### src/rtl/jellyvl_etherneco_pkg.sv
// Shared types for the Etherneco tx arbiter: FSM states and one-hot grant codes.
package jellyvl_etherneco_pkg;

  typedef enum logic [1:0] {
    ST_IDLE  = 2'd0,
    ST_GRANT = 2'd1,
    ST_GAP   = 2'd2
  } state_t;

  localparam logic [1:0] GRANT_NONE = 2'b00;
  localparam logic [1:0] GRANT_S0   = 2'b01;
  localparam logic [1:0] GRANT_S1   = 2'b10;

endpackage

### src/rtl/jellyvl_etherneco_gap_timer.sv
// Inter-frame gap down-counter: load a start value, count down to zero, flag done at zero.
module jellyvl_etherneco_gap_timer #(
  parameter int unsigned WIDTH = 8
) (
  input  logic             clk,
  input  logic             reset,
  input  logic             load,
  input  logic [WIDTH-1:0] load_value,
  output logic             done
);

  logic [WIDTH-1:0] count;

  always_ff @(posedge clk) begin
    if (!reset) begin
      count <= '0;
    end else if (load) begin
      count <= load_value;
    end else if (count != '0) begin
      count <= count - WIDTH'(1);
    end
  end

  assign done = (count == '0);

endmodule

### src/rtl/jellyvl_etherneco_tx_arbiter.sv
// Two-source frame arbiter onto a shared tx stream with inter-frame gap.
// Optional statistics counters enabled by JELLYVL_ETHERNECO_TX_ARBITER_STATS_EN.
module jellyvl_etherneco_tx_arbiter
  import jellyvl_etherneco_pkg::*;
#(
  parameter int unsigned GAP_CYCLES  = 12,
  parameter int unsigned GAP_WIDTH   = 8,
  parameter int unsigned ROUND_ROBIN = 1,
  parameter int unsigned STAT_WIDTH  = 32
) (
  input  logic                  clk,
  input  logic                  reset,

  input  logic                  s0_first,
  input  logic                  s0_last,
  input  logic [7:0]            s0_data,
  input  logic                  s0_valid,
  output logic                  s0_ready,

  input  logic                  s1_first,
  input  logic                  s1_last,
  input  logic [7:0]            s1_data,
  input  logic                  s1_valid,
  output logic                  s1_ready,

  output logic                  m_first,
  output logic                  m_last,
  output logic [7:0]            m_data,
  output logic                  m_valid,
  input  logic                  m_ready,

  output logic                  busy,
  output logic [1:0]            grant,
  output logic [STAT_WIDTH-1:0] stat_frame0,
  output logic [STAT_WIDTH-1:0] stat_frame1,
  output logic [STAT_WIDTH-1:0] stat_drop
);

  localparam logic [GAP_WIDTH-1:0] GAP_LOAD =
    GAP_WIDTH'((GAP_CYCLES == 0) ? 0 : GAP_CYCLES - 1);

  state_t     state;
  state_t     state_next;
  logic [1:0] grant_next;
  logic       last_s1;
  logic       last_s1_next;
  logic       pick_s1;
  logic       req0;
  logic       req1;
  logic       drop0;
  logic       drop1;
  logic       frame_end;
  logic       gap_load;
  logic       gap_done;

  assign req0 = s0_valid && s0_first;
  assign req1 = s1_valid && s1_first;
  assign busy = (state != ST_IDLE);

  // last_s1 resets high so s0 wins the first contested arbitration
  always_ff @(posedge clk) begin
    if (!reset) begin
      state   <= ST_IDLE;
      grant   <= GRANT_NONE;
      last_s1 <= 1'b1;
    end else begin
      state   <= state_next;
      grant   <= grant_next;
      last_s1 <= last_s1_next;
    end
  end

  always_comb begin
    state_next   = state;
    grant_next   = grant;
    last_s1_next = last_s1;
    pick_s1      = 1'b0;
    m_valid      = 1'b0;
    m_first      = 1'b0;
    m_last       = 1'b0;
    m_data       = '0;
    s0_ready     = 1'b0;
    s1_ready     = 1'b0;
    drop0        = 1'b0;
    drop1        = 1'b0;
    frame_end    = 1'b0;
    gap_load     = 1'b0;

    case (state)
      ST_IDLE: begin
        if (req0 || req1) begin
          pick_s1      = req1 && (!req0 || ((ROUND_ROBIN != 0) && !last_s1));
          grant_next   = pick_s1 ? GRANT_S1 : GRANT_S0;
          last_s1_next = pick_s1;
          state_next   = ST_GRANT;
        end else begin
          // no start-of-frame pending: any presented beat is a stray and is discarded
          drop0    = s0_valid && reset;
          drop1    = s1_valid && reset;
          s0_ready = drop0;
          s1_ready = drop1;
        end
      end

      ST_GRANT: begin
        // handshakes are suppressed while reset is low so an abandoned frame never closes
        if (grant == GRANT_S1) begin
          m_valid  = s1_valid && reset;
          m_first  = s1_first;
          m_last   = s1_last;
          m_data   = s1_data;
          s1_ready = m_ready && reset;
        end else begin
          m_valid  = s0_valid && reset;
          m_first  = s0_first;
          m_last   = s0_last;
          m_data   = s0_data;
          s0_ready = m_ready && reset;
        end
        if (m_valid && m_ready && m_last) begin
          frame_end  = 1'b1;
          grant_next = GRANT_NONE;
          if (GAP_CYCLES != 0) begin
            gap_load   = 1'b1;
            state_next = ST_GAP;
          end else begin
            state_next = ST_IDLE;
          end
        end
      end

      ST_GAP: begin
        if (gap_done) begin
          state_next = ST_IDLE;
        end
      end

      default: begin
        state_next = ST_IDLE;
        grant_next = GRANT_NONE;
      end
    endcase
  end

  jellyvl_etherneco_gap_timer #(
    .WIDTH(GAP_WIDTH)
  ) u_gap_timer (
    .clk       (clk),
    .reset     (reset),
    .load      (gap_load),
    .load_value(GAP_LOAD),
    .done      (gap_done)
  );

`ifdef JELLYVL_ETHERNECO_TX_ARBITER_STATS_EN
  logic [STAT_WIDTH-1:0] frame0_cnt;
  logic [STAT_WIDTH-1:0] frame1_cnt;
  logic [STAT_WIDTH-1:0] drop_cnt;

  always_ff @(posedge clk) begin
    if (!reset) begin
      frame0_cnt <= '0;
      frame1_cnt <= '0;
      drop_cnt   <= '0;
    end else begin
      if (frame_end && (grant == GRANT_S0)) frame0_cnt <= frame0_cnt + STAT_WIDTH'(1);
      if (frame_end && (grant == GRANT_S1)) frame1_cnt <= frame1_cnt + STAT_WIDTH'(1);
      drop_cnt <= drop_cnt + STAT_WIDTH'(drop0) + STAT_WIDTH'(drop1);
    end
  end

  assign stat_frame0 = frame0_cnt;
  assign stat_frame1 = frame1_cnt;
  assign stat_drop   = drop_cnt;
`else
  logic stats_unused;
  assign stats_unused = ^{drop0, drop1, frame_end};
  assign stat_frame0  = '0;
  assign stat_frame1  = '0;
  assign stat_drop    = '0;
`endif

endmodule

### config.mk
export PLATFORM = sky130hd
export DESIGN_NAME = jellyvl_etherneco_tx_arbiter
export DESIGN_NICKNAME = d
export VERILOG_FILES = /design/src/rtl/jellyvl_etherneco_pkg.sv /design/src/rtl/jellyvl_etherneco_gap_timer.sv /design/src/rtl/jellyvl_etherneco_tx_arbiter.sv
export SDC_FILE = /design/constraint.sdc
export NUM_CORES = 1
export LEC_CHECK = 0
export BUFFER_PORTS_ARGS = -buffer_cell sky130_fd_sc_hd__clkbuf_2
export CORE_MARGIN = 8
export CORE_UTILIZATION = 36
export DETAILED_ROUTE_END_ITERATION = 10
export GPL_TIMING_DRIVEN = 0
export PLACE_DENSITY = 0.87
export SYNTH_ARGS = -nofsm -noshare
export SYNTH_HDL_FRONTEND = slang
export SYNTH_HIERARCHICAL = 1
export SYNTH_SLANG_ARGS = --single-unit
### constraint.sdc
create_clock -name clk -period 1.55 [get_ports clk]
set_clock_uncertainty 0.1 [all_clocks]
set_input_delay 0.155 -clock clk [delete_from_list [all_inputs] [get_ports clk]]
set_output_delay 0.155 -clock clk [all_outputs]
set_load 0.01 [all_outputs]
---- After elaboration in Yosys (flattened, before gate mapping) ----
Cells that the tools add are included.
word-level totals
  flip-flop bits (word level) ............. 13
  bits in latches ......................... 0
  RAM bits ................................ 0
  bits in read-only memories .............. 0
  word-level logic and storage cells ...... 63
  memories ................................ 0
operators by class
  $add $sub $neg .......................... 1
  multipliers ............................. 0
  divide/modulo/power cells ............... 0
  magnitude comparators ................... 0
  eq/ne operators ......................... 6
  shifts and indexed selects .............. 0
  muxes and demuxes ....................... 28
  bitwise gates (word level) .............. 2
  reductions and logical operators ........ 21
operators by type and width
  kind                                                                   count
  8-bit two-way mux                                                      2
  1-bit two-way mux                                                      14
  2-bit two-way mux                                                      6
  2-bit one-hot mux with 3 select lines                                  2
  1-bit logical AND                                                      8
  8-bit logical NOT                                                      1
  4-bit two-way mux                                                      2
  8-bit nonzero test                                                     1
  8-bit by 1-bit subtractor with 8-bit output, second input constant     1
  2-bit != test, second input constant                                   3
  3-bit AND reduction                                                    2
  2-bit equality test, second input constant                             2
  1-bit one-hot mux with 2 select lines                                  2
  2-bit nonzero test                                                     2
  2-bit by 1-bit equality test with 1-bit output, second input constant  1
  1-bit logical NOT                                                      2
  2-bit logical NOT                                                      1
  1-bit logical OR                                                       2
  1-bit inverter                                                         2
  2-bit AND reduction                                                    1
  2-bit OR reduction                                                     1

---- Logic depth before layout (Yosys ltp) ----
Gate-level depths: netlist of run 1.
  word-level depth ........................ 8
  depth in mapped cells ................... 7

---- Modules after synthesis ----
The synthesis of run 1 kept the hierarchy.
by module, submodules not included
  module                        instances  cells each  area each (um^2)
  jellyvl_etherneco_tx_arbiter  1          175         1204.9
  jellyvl_etherneco_gap_timer   1          51          457.9

---- Worst setup path after synthesis of run 1 ----
OpenSTA, ideal clock, no wires.
  path type ............................... reg-to-reg
  from .................................... register grant[0]
  to ...................................... register u_gap_timer.count[7]
  library setup time ...................... 0.126 ns
  arrival time ............................ 1.482 ns
  data required time ...................... 1.324 ns
  setup slack ............................. -0.157 ns
  stages on the path, launching flop included .. 7
  path buffers ............................ 0
  period minus slack after synthesis ...... 1.707 ns
  cell sequence ........................... dfxtp_1 > nand2b_2 > mux2i_2 > and3_1 > inv_1 > o21ai_0 > a21oi_1
on the way
  cells in the longest elaborated chain, start to end .. 8
  elaborated cells on any way between the ends .. 10
  those cells by class .................... eq/ne (1); mux (6); reduce/logical (3)
RTL lines
  what                                   RTL line                             text
  start, declared                        jellyvl_etherneco_tx_arbiter.sv:33   output logic [1:0] grant,
  start signal, assigned                 jellyvl_etherneco_tx_arbiter.sv:68   grant <= grant_next;
  2-bit equality test *                  jellyvl_etherneco_tx_arbiter.sv:107  if (grant == GRANT_S1) begin
  1-bit two-way mux                      jellyvl_etherneco_tx_arbiter.sv:107
  1-bit two-way mux                      jellyvl_etherneco_tx_arbiter.sv:89   case (state)
  1-bit logical AND                      jellyvl_etherneco_tx_arbiter.sv:120  if (m_valid && m_ready && m_last) begin
  1-bit logical AND *                    jellyvl_etherneco_tx_arbiter.sv:120
  1-bit two-way mux * (2 in series)      --
  named net gap_load                     jellyvl_etherneco_tx_arbiter.sv:53   logic gap_load;
  2-bit OR reduction (no source line) *  --
  end signal, assigned                   jellyvl_etherneco_gap_timer.sv:18    count <= load_value;
  end signal, assigned                   jellyvl_etherneco_gap_timer.sv:20    count <= count - WIDTH'(1);
  end, declared                          jellyvl_etherneco_gap_timer.sv:12    logic [WIDTH-1:0] count;
The timed path passes the listed nets; every way through them passes the cells marked *. The select of a mux whose other input is x is not followed.
A chain may end at the register's enable or synchronous reset.

---- Worst setup path after layout of run 1 ----
  from .................................... register grant[0]
  to ...................................... output port m_data[6]
on the way
  cells in the longest elaborated chain, start to end .. 3
RTL lines
  what                 RTL line                             text
  2-bit equality test  jellyvl_etherneco_tx_arbiter.sv:107
  8-bit two-way mux    jellyvl_etherneco_tx_arbiter.sv:107
  8-bit two-way mux    jellyvl_etherneco_tx_arbiter.sv:89
  end, declared        jellyvl_etherneco_tx_arbiter.sv:28   output logic [7:0] m_data,
No other way between the ends.

==> run summary, run 1 <==
The relative area change from synthesis to final layout came out at 57.34%. The placed wire-length estimate is 3907 µm. The worst register-to-register path begins at grant[0].

Counting cells, the worst reg-to-reg path comes to 5. The placed instances occupy a cell area of 2317 µm². The run finished, with violations left. The total negative slack for setup checks is -0.05391 ns.

The leakage power came out at 1.537 nW. STA classifies the critical path endpoint as a primary output. The DRC violation count after routing came out at 0. The number of flip-flops and latches in the synthesized netlist came out at 13. The worst setup path is of the register to primary output kind.

The checks that failed: negative setup slack. The later-pin clock latency in the skew report is 0.24 ns. Dividing the synthesized area by the synthesized cell count gives 7.358 µm².

VDD sags by at most 0.3355 mV. In this run, post-CTS hold repair placed 0 buffers. The achievable clock frequency is 0.6302 GHz.

The highest fanout seen on the critical path is 5. The overall via count from detail_route came out at 1647. The routed length per placed instance came out at 11.34 µm. The cell row count is 24.

Summed over all layers, the routed wires come to 4911 µm. The tightest hold path in the finished design has a slack of 0.03516 ns. The number of unique standard cell types used by synthesis is 38. The overall overflow remaining after global route is 0.

The number of pins with negative max-slew slack in the final report came out at 0. The number of I/O port buffers is 40. The number of global-route vias before repair is 1638. The most used flip-flop cell after synthesis is sky130_fd_sc_hd__dfxtp_1. The tree is rooted in a sky130_fd_sc_hd__clkbuf_8. TritonCTS built the clock tree. The area of the placeable core is 4414 µm².

The die covers 7050 µm². The global-route usage over all layers came out at 12.46%. The height of the die came out at 83.97 µm. The reported max-cap violation count is 0. In this run the critical register-to-register path is captured at u_gap_timer/count[1]. The final standard cell area without fillers is 2616 µm². The worst setup path is launched from a register. The type of the most critical hold path is input port to register. Measured on the finished design, the core utilization comes to 59.27%. The number of ports placed on the die boundary is 137. The register-to-register path setup slack came out at 0 ns. In this run the remaining antenna-violating nets after routing total 0. The clock net in this run drives a total of 13 sinks. The proportion of register bits with asynchronous set or reset after synthesis came out at 0%.

The worst path in the final design needs a cycle of 1.587 ns, including I/O delays and setup. The ratio of final minimum period to clock period is 102.4%. The final critical-path setup slack came out at -0.03685 ns. The number of setup violations in the final report is 3. The CTS buffer count is 3. The clock edge transition at the registers on the reported setup and hold paths came out at 0.06 ns. After technology mapping, the gate count stands at 226. At the worst endpoint, the arrival time is 1.33 ns. The number of buffers on the longest clock path is 2. Routability-driven placement finished with a final weighted congestion of 0.8339. The data required time of the worst path came out at 1.29 ns.

The initial antenna violation count came out at 0. The maximum level of the CTS H-tree came out at 1. The pin count of the biggest net entering global routing is 11. The total number of nets in the final design is 408. The power per standard cell area came out at 843.5 nW/µm². The count of warnings emitted by yosys came out at 6. The post-synthesis instance area is 1663 µm². The number of violations reported at the end of detailed-routing iteration 0 came out at 34. Measured along the x axis, the die boundary spans 83.97 µm. The number of enable-type register cells in the synthesized netlist came out at 0.

The number of search-and-repair iterations in the first detailed-routing pass is 4. The via count normalized by instance count is 3.804. Summing the sequential cell areas from Yosys gives 15.65% of the chip area. The hold violation total from the final report was 0. The most critical setup path has its endpoint at m_data[6]. The wire length of the first global-routing pass is 7521 µm. Cells with a size suffix above 1 make up 48.56% of the layout. The effective utilization at floorplan is 37.67%. The critical path starts at grant[0]. The number of antenna cells inserted came out at 0.

Setup repair after global routing could not meet its margin everywhere.
[report_power, final]
| part | switching (mW) | leakage [nW] | total (mW) | internal [mW] |
|---|---|---|---|---|
| clock network | 0.126 | 0.0255 | 0.304 | 0.178 |
| registers | 0.120 | 0.110 | 0.554 | 0.434 |
| logic | 0.648 | 1.40 | 1.35 | 0.702 |
[logic make-up (layout without fill, tap and decap cells)]
kind of cell	count (synthesis)	count (layout)	synth area share, %
mux	4	4	2.633
simple gates	64	64	19.64
other cells	2	104	0.4516
flops	13	13	15.65
compound gates	30	30	12.19
xor+xnor	4	4	2.107
buf+inv	108	161	46.58
fa+ha+maj	1	1	0.7523
[cell usage after synthesis (2+ instances only)]
cell,number,area share (%)
sky130_fd_sc_hd__xnor2_1,3,1.6
sky130_fd_sc_hd__a21oi_1,11,3.3
sky130_fd_sc_hd__o21ai_0,4,1.2
sky130_fd_sc_hd__buf_4,96,43
sky130_fd_sc_hd__nand2_1,28,6.3
sky130_fd_sc_hd__conb_1,2,0.45
sky130_fd_sc_hd__dfxtp_1,13,16
sky130_fd_sc_hd__inv_1,7,1.6
sky130_fd_sc_hd__o211ai_1,2,0.90
sky130_fd_sc_hd__nand4_1,2,0.75
sky130_fd_sc_hd__a31oi_1,2,0.75
sky130_fd_sc_hd__a22oi_1,3,1.4
sky130_fd_sc_hd__clkbuf_1,3,0.68
sky130_fd_sc_hd__nand3_1,9,2.7
sky130_fd_sc_hd__nor2_1,10,2.3
sky130_fd_sc_hd__o31ai_1,4,1.8
sky130_fd_sc_hd__mux2i_1,3,1.8
sky130_fd_sc_hd__nor3_1,4,1.2
[worst min path at each step]
stage | start | endpoint | slack [ns] | depth (start not counted)
after detailed placement | m_ready | state[0] | 0.30 | 2
after floorplan | reset | last_s1 | 0.14 | 1
after global placement | m_ready | state[0] | 0.28 | 2
after global routing | m_ready | state[0] | 0.04 | 2
final | m_ready | state[0] | 0.04 | 2
after CTS | m_ready | state[0] | 0.03 | 2
[flip-flops by register name, indices dropped and copies added, names as in the netlist]
signal and flops:
u_gap_timer/count 8, grant 2, last_s1 1, state 2
[through the flow]
| stage | worst slack [ns] | power, mW | cells |
|---|---|---|---|
| finish | -0.03685 | 2.207 | 433 |
| global route | -0.1104 | 2.402 | 433 |
| CTS | -0.01330 | 2.023 | 429 |
| detailed placement | -0.1303 | 1.624 | 420 |
| global placement | -0.09359 | 1.588 | 420 |
| floorplan | 0.02237 | 1.434 | 328 |
[critical path, stage by stage (launching register included)]
cell and delay [ns]:
sky130_fd_sc_hd__dfxtp_4 0.37, sky130_fd_sc_hd__nand2b_4 0.17, sky130_fd_sc_hd__clkbuf_8 0.16, sky130_fd_sc_hd__nand2_1 0.08, sky130_fd_sc_hd__a21oi_2 0.16, sky130_fd_sc_hd__clkbuf_2 0.15
[area by class of cell]
class                           instances  area, µm²
Fill cell                             412       1798
Clock inverter                          1      5.005
Tap cell                               52      65.06
Inverter                                7      33.78
Clock buffer                            3      41.29
Buffer                                101      768.2
Timing Repair Buffer                   49      275.3
Sequential cell                        13      276.5
Multi-Input combinational cell        207       1151
[cell usage in the layout, fill, tap and decap left out, types with 3 or more instances in the layout]
cell type,count
sky130_fd_sc_hd__dfxtp_4,4
sky130_fd_sc_hd__nand3_1,8
sky130_fd_sc_hd__dfxtp_1,8
sky130_fd_sc_hd__nor2_1,9
sky130_fd_sc_hd__clkbuf_8,5
sky130_fd_sc_hd__a21oi_1,7
sky130_fd_sc_hd__nand2_1,26
sky130_fd_sc_hd__clkbuf_2,29
sky130_fd_sc_hd__conb_1,104
sky130_fd_sc_hd__buf_2,12
sky130_fd_sc_hd__mux2i_1,3
sky130_fd_sc_hd__a22oi_1,3
sky130_fd_sc_hd__buf_6,3
sky130_fd_sc_hd__buf_4,103
sky130_fd_sc_hd__a21oi_2,4
sky130_fd_sc_hd__nor3_1,3
sky130_fd_sc_hd__xnor2_1,3
sky130_fd_sc_hd__inv_1,6
[routing by layer]
metal  up-vias  global-route usage (%)  wire [µm]
li1        853                       -          -
met1       709                   10.22       1495
met2        83                   23.93       2746
met3         2                   8.789        661
met4         0                   1.570          8
met5         -                       0          0
[what timing repair did]
item,CTS,global route
endpoints found under the setup margin,22,22
pin swaps,7,6
buffers inserted,4,3
resized for setup,26,34
gates cloned,1,1
No activity file was read; power rests on OpenSTA's default activity.
==> inputs of run 2 (changes only) <==
CORE_UTILIZATION = 39   (was 36)
HOLD_SLACK_MARGIN = 0.05   (was not set)
PLACE_DENSITY = 0.9   (was 0.87)
clock period = 1.6 ns   (was 1.55 ns; I/O delays follow)
==> run 2 against run 1 <==
Effect of this change: the run now ends clean; register-to-register slack improved by 0.03 ns; clock power shrank 3%; non-clock buffer count decreased by 2; critical path depth did not move; worst setup slack better by 0.071 ns; critical path type is now register to register; highest routed layer unchanged.
==> run summary, run 2 (synthesis results as in run 1) <==
The worst hold path begins at m_ready. The largest individual stage delay along the critical path comes from the cell sky130_fd_sc_hd__dfxtp_4. The kind of cell adding the most delay to the critical path is simple AND/OR/NAND/NOR gates. The data arrival time of the worst path came out at 1.62 ns. At the later pin of the worst-skew pair, clock insertion delay measures 0.24 ns. Ranked by flip-flop count, first place goes to u_gap_timer/count. The overall via count from detail_route is 1637. The number of setup violations in the final report is 0. TritonCTS built the clock tree. The number of buffers on the longest clock path is 2. Clock-pin slew was measured on the worst setup and hold paths at 0.05 ns. Along the worst path, the maximum fanout reaches 9. In the routed design, unresolved DRC markers number 0. The worst path buffer plus inverter count is 1. The worst register-to-register path has a depth of 5. The share of power burned in registers is 26.9%. The total number of nets in the final design came out at 406. The worst hold path belongs to the class input port to register.

The library cell used most frequently in the layout, excluding fill and tap cells, is sky130_fd_sc_hd__conb_1. Leaving out fill and tap cells, the most frequent cells in the layout are sky130_fd_sc_hd__conb_1, sky130_fd_sc_hd__buf_4, sky130_fd_sc_hd__clkbuf_2. The area of the placeable core came out at 4058 µm². The number of pins with negative max-slew slack in the final report came out at 0. For hold timing, the worst endpoint is state[0]. The cell sitting at the root of the clock tree is a sky130_fd_sc_hd__clkbuf_8. The number of ports placed on the die boundary is 137. The clock period minus final worst setup slack is 1.565 ns.

The number of clock sinks is 13. The first global-routing pass estimated 7314 µm of wire. The number of antenna diodes in the final layout is 0.

The final critical-path setup slack came out at 0.03452 ns. OpenSTA, run right after detailed placement, puts the worst setup slack at -0.1588 ns. The maximum level of the CTS H-tree is 1.

Derived from the worst setup path, the maximum achievable clock frequency is 0.6388 GHz. Global routing finished with a remaining overflow of 0. The initial antenna violation count is 0.

The relative area change from synthesis to final layout came out at 52.07%. Setup repair after global routing could not meet its margin everywhere. The cell row count came out at 23. For this run, the slowest stage of the critical path takes 0.37 ns. The clock network is responsible for 14.7% of the overall power. The placer's final routability congestion estimate came out at 0.8181. Combinational logic is responsible for 58.5% of the overall power. The number of fillers in the final layout is 348.

The routed wire length is 4985 µm. Adding up every negative setup slack in the final design gives 0 ns. Summing all multi-input logic gate instances after layout gives 1091 µm². The run finished with clean final reports. After routing the design area is 2529 µm². The pin count of the biggest net entering global routing is 11.

The placed wire-length estimate is 4274 µm. The largest registers in the layout are u_gap_timer/count x8, grant x2, state x2. The internal power consumption is 1.200 mW. Traced cell by cell, the critical path runs through nand2b_4 > mux2i_4 > and3_4 > inv_4 > a311oi_2. The startpoint identified for the worst register-to-register timing path is grant[0]. The number of I/O port buffers is 40.

The number of violations reported at the end of detailed-routing iteration 0 is 27. The placed standard-cell area came out at 2310 µm². The die outline area came out at 6609 µm².

The power spent charging and discharging nets is 0.8099 mW. The critical path in this run is classified as register to register. The post-layout total power came out at 2.010 mW. The via count normalized by instance count came out at 3.816. The routed length per placed instance is 11.62 µm. The power per standard cell area is 794.7 nW/µm².

The worst hold path stage count came out at 2. The effective utilization at floorplan came out at 40.98%. The register area is 272.8 µm². The data required time of the worst path is 1.66 ns.

Global routing used 14.02% of the available tracks. The die width came out at 81.30 µm. The CTS buffer count came out at 3. The fraction of power spent switching nets is 40.30%. The hold violation total from the final report is 0. The number of search-and-repair iterations in the first detailed-routing pass is 4. Cells with a size suffix above 1 make up 47.23% of the layout. STA classifies the critical path endpoint as a register.

The detail route stage leaves a number of antenna-violating nets equal to 0. In this run the register-to-register setup slack is 0.03 ns. The worst supply voltage drop on vdd came out at 0.3102 mV. The worst setup path is launched from a register.

After layout, the worst path uses 97.84% of the clock period. The number of global-route vias before repair came out at 1578. From bottom edge to top edge, the die measures 81.30 µm. The number of flip-flops under the largest register name came out at 8. The leakage power came out at 1.508 nW. The reported max-cap violation count came out at 0. The endpoint identified for the worst register-to-register timing path is u_gap_timer/count[1].
-- run 2: worst reg2reg max path, delay by kind of cell, from the launching register on --
kind	cells	cell delay, ns
and+or+nand+nor	2	0.43
buffers and inverters	1	0.07
DFF	1	0.37
AOI/OAI and AO/OA	1	0.23
muxes	1	0.29
-- run 2: cell type report --
type	count	area share, %
buffer	101	30.43
clock buffer	4	1.781
inverter	7	1.138
multi-input combinational	207	43.15
sequential	13	10.79
tap	50	2.474
timing repair buffer	47	10.24
-- run 2: layer usage --
metal	GRT usage, %	vias up	share of wire (%)
li1	-	853	-
met1	11.74	691	30
met2	26.97	85	56
met3	7.616	8	12
met4	5.000	0	1.4
met5	0	-	0
-- run 2: stage by stage --
step                      hold WS [ns]  instances  utilization [%]
after global routing           0.07184        429            62.32
after detailed placement        0.3285        418            56.92
after CTS                      0.05826        426            60.50
after global placement          0.3015        418            56.92
final                          0.07933        429            62.32
after floorplan                 0.1489        328                -
-- run 2: power groups by stage --
stage	registers (mW)	logic [mW]	clock network [mW]
CTS	0.531	1.12	0.310
detailed placement	0.533	1.05	0
floorplan	0.514	0.875	0
finish	0.540	1.17	0.295
global placement	0.525	1.02	0
global route	0.554	1.29	0.324
-- run 2: repair_timing --
| action | in CTS | in global routing |
|---|---|---|
| gates resized for setup | 22 | 27 |
| hold buffers | 0 | 0 |
| setup buffers | 3 | 3 |
| setup endpoints to repair | 21 | 22 |
| cloned | 1 | 0 |
| pin swaps | 2 | 2 |
-- run 2: how the worst max path moves through the flow --
stage                      endpoint      from  slack (ns)  depth (start not counted)
6_report       u_gap_timer/count[1]  grant[0]        0.03                          5
5_1_grt                   m_data[1]  grant[1]       -0.05                          5
4_1_cts                   m_data[5]  grant[0]       0.004                          5
3_5_place_dp   u_gap_timer/count[3]  grant[0]       -0.16                          6
3_3_place_gp   u_gap_timer/count[3]  grant[0]       -0.10                          6
2_1_floorplan  u_gap_timer/count[7]  grant[0]      -0.004                          6
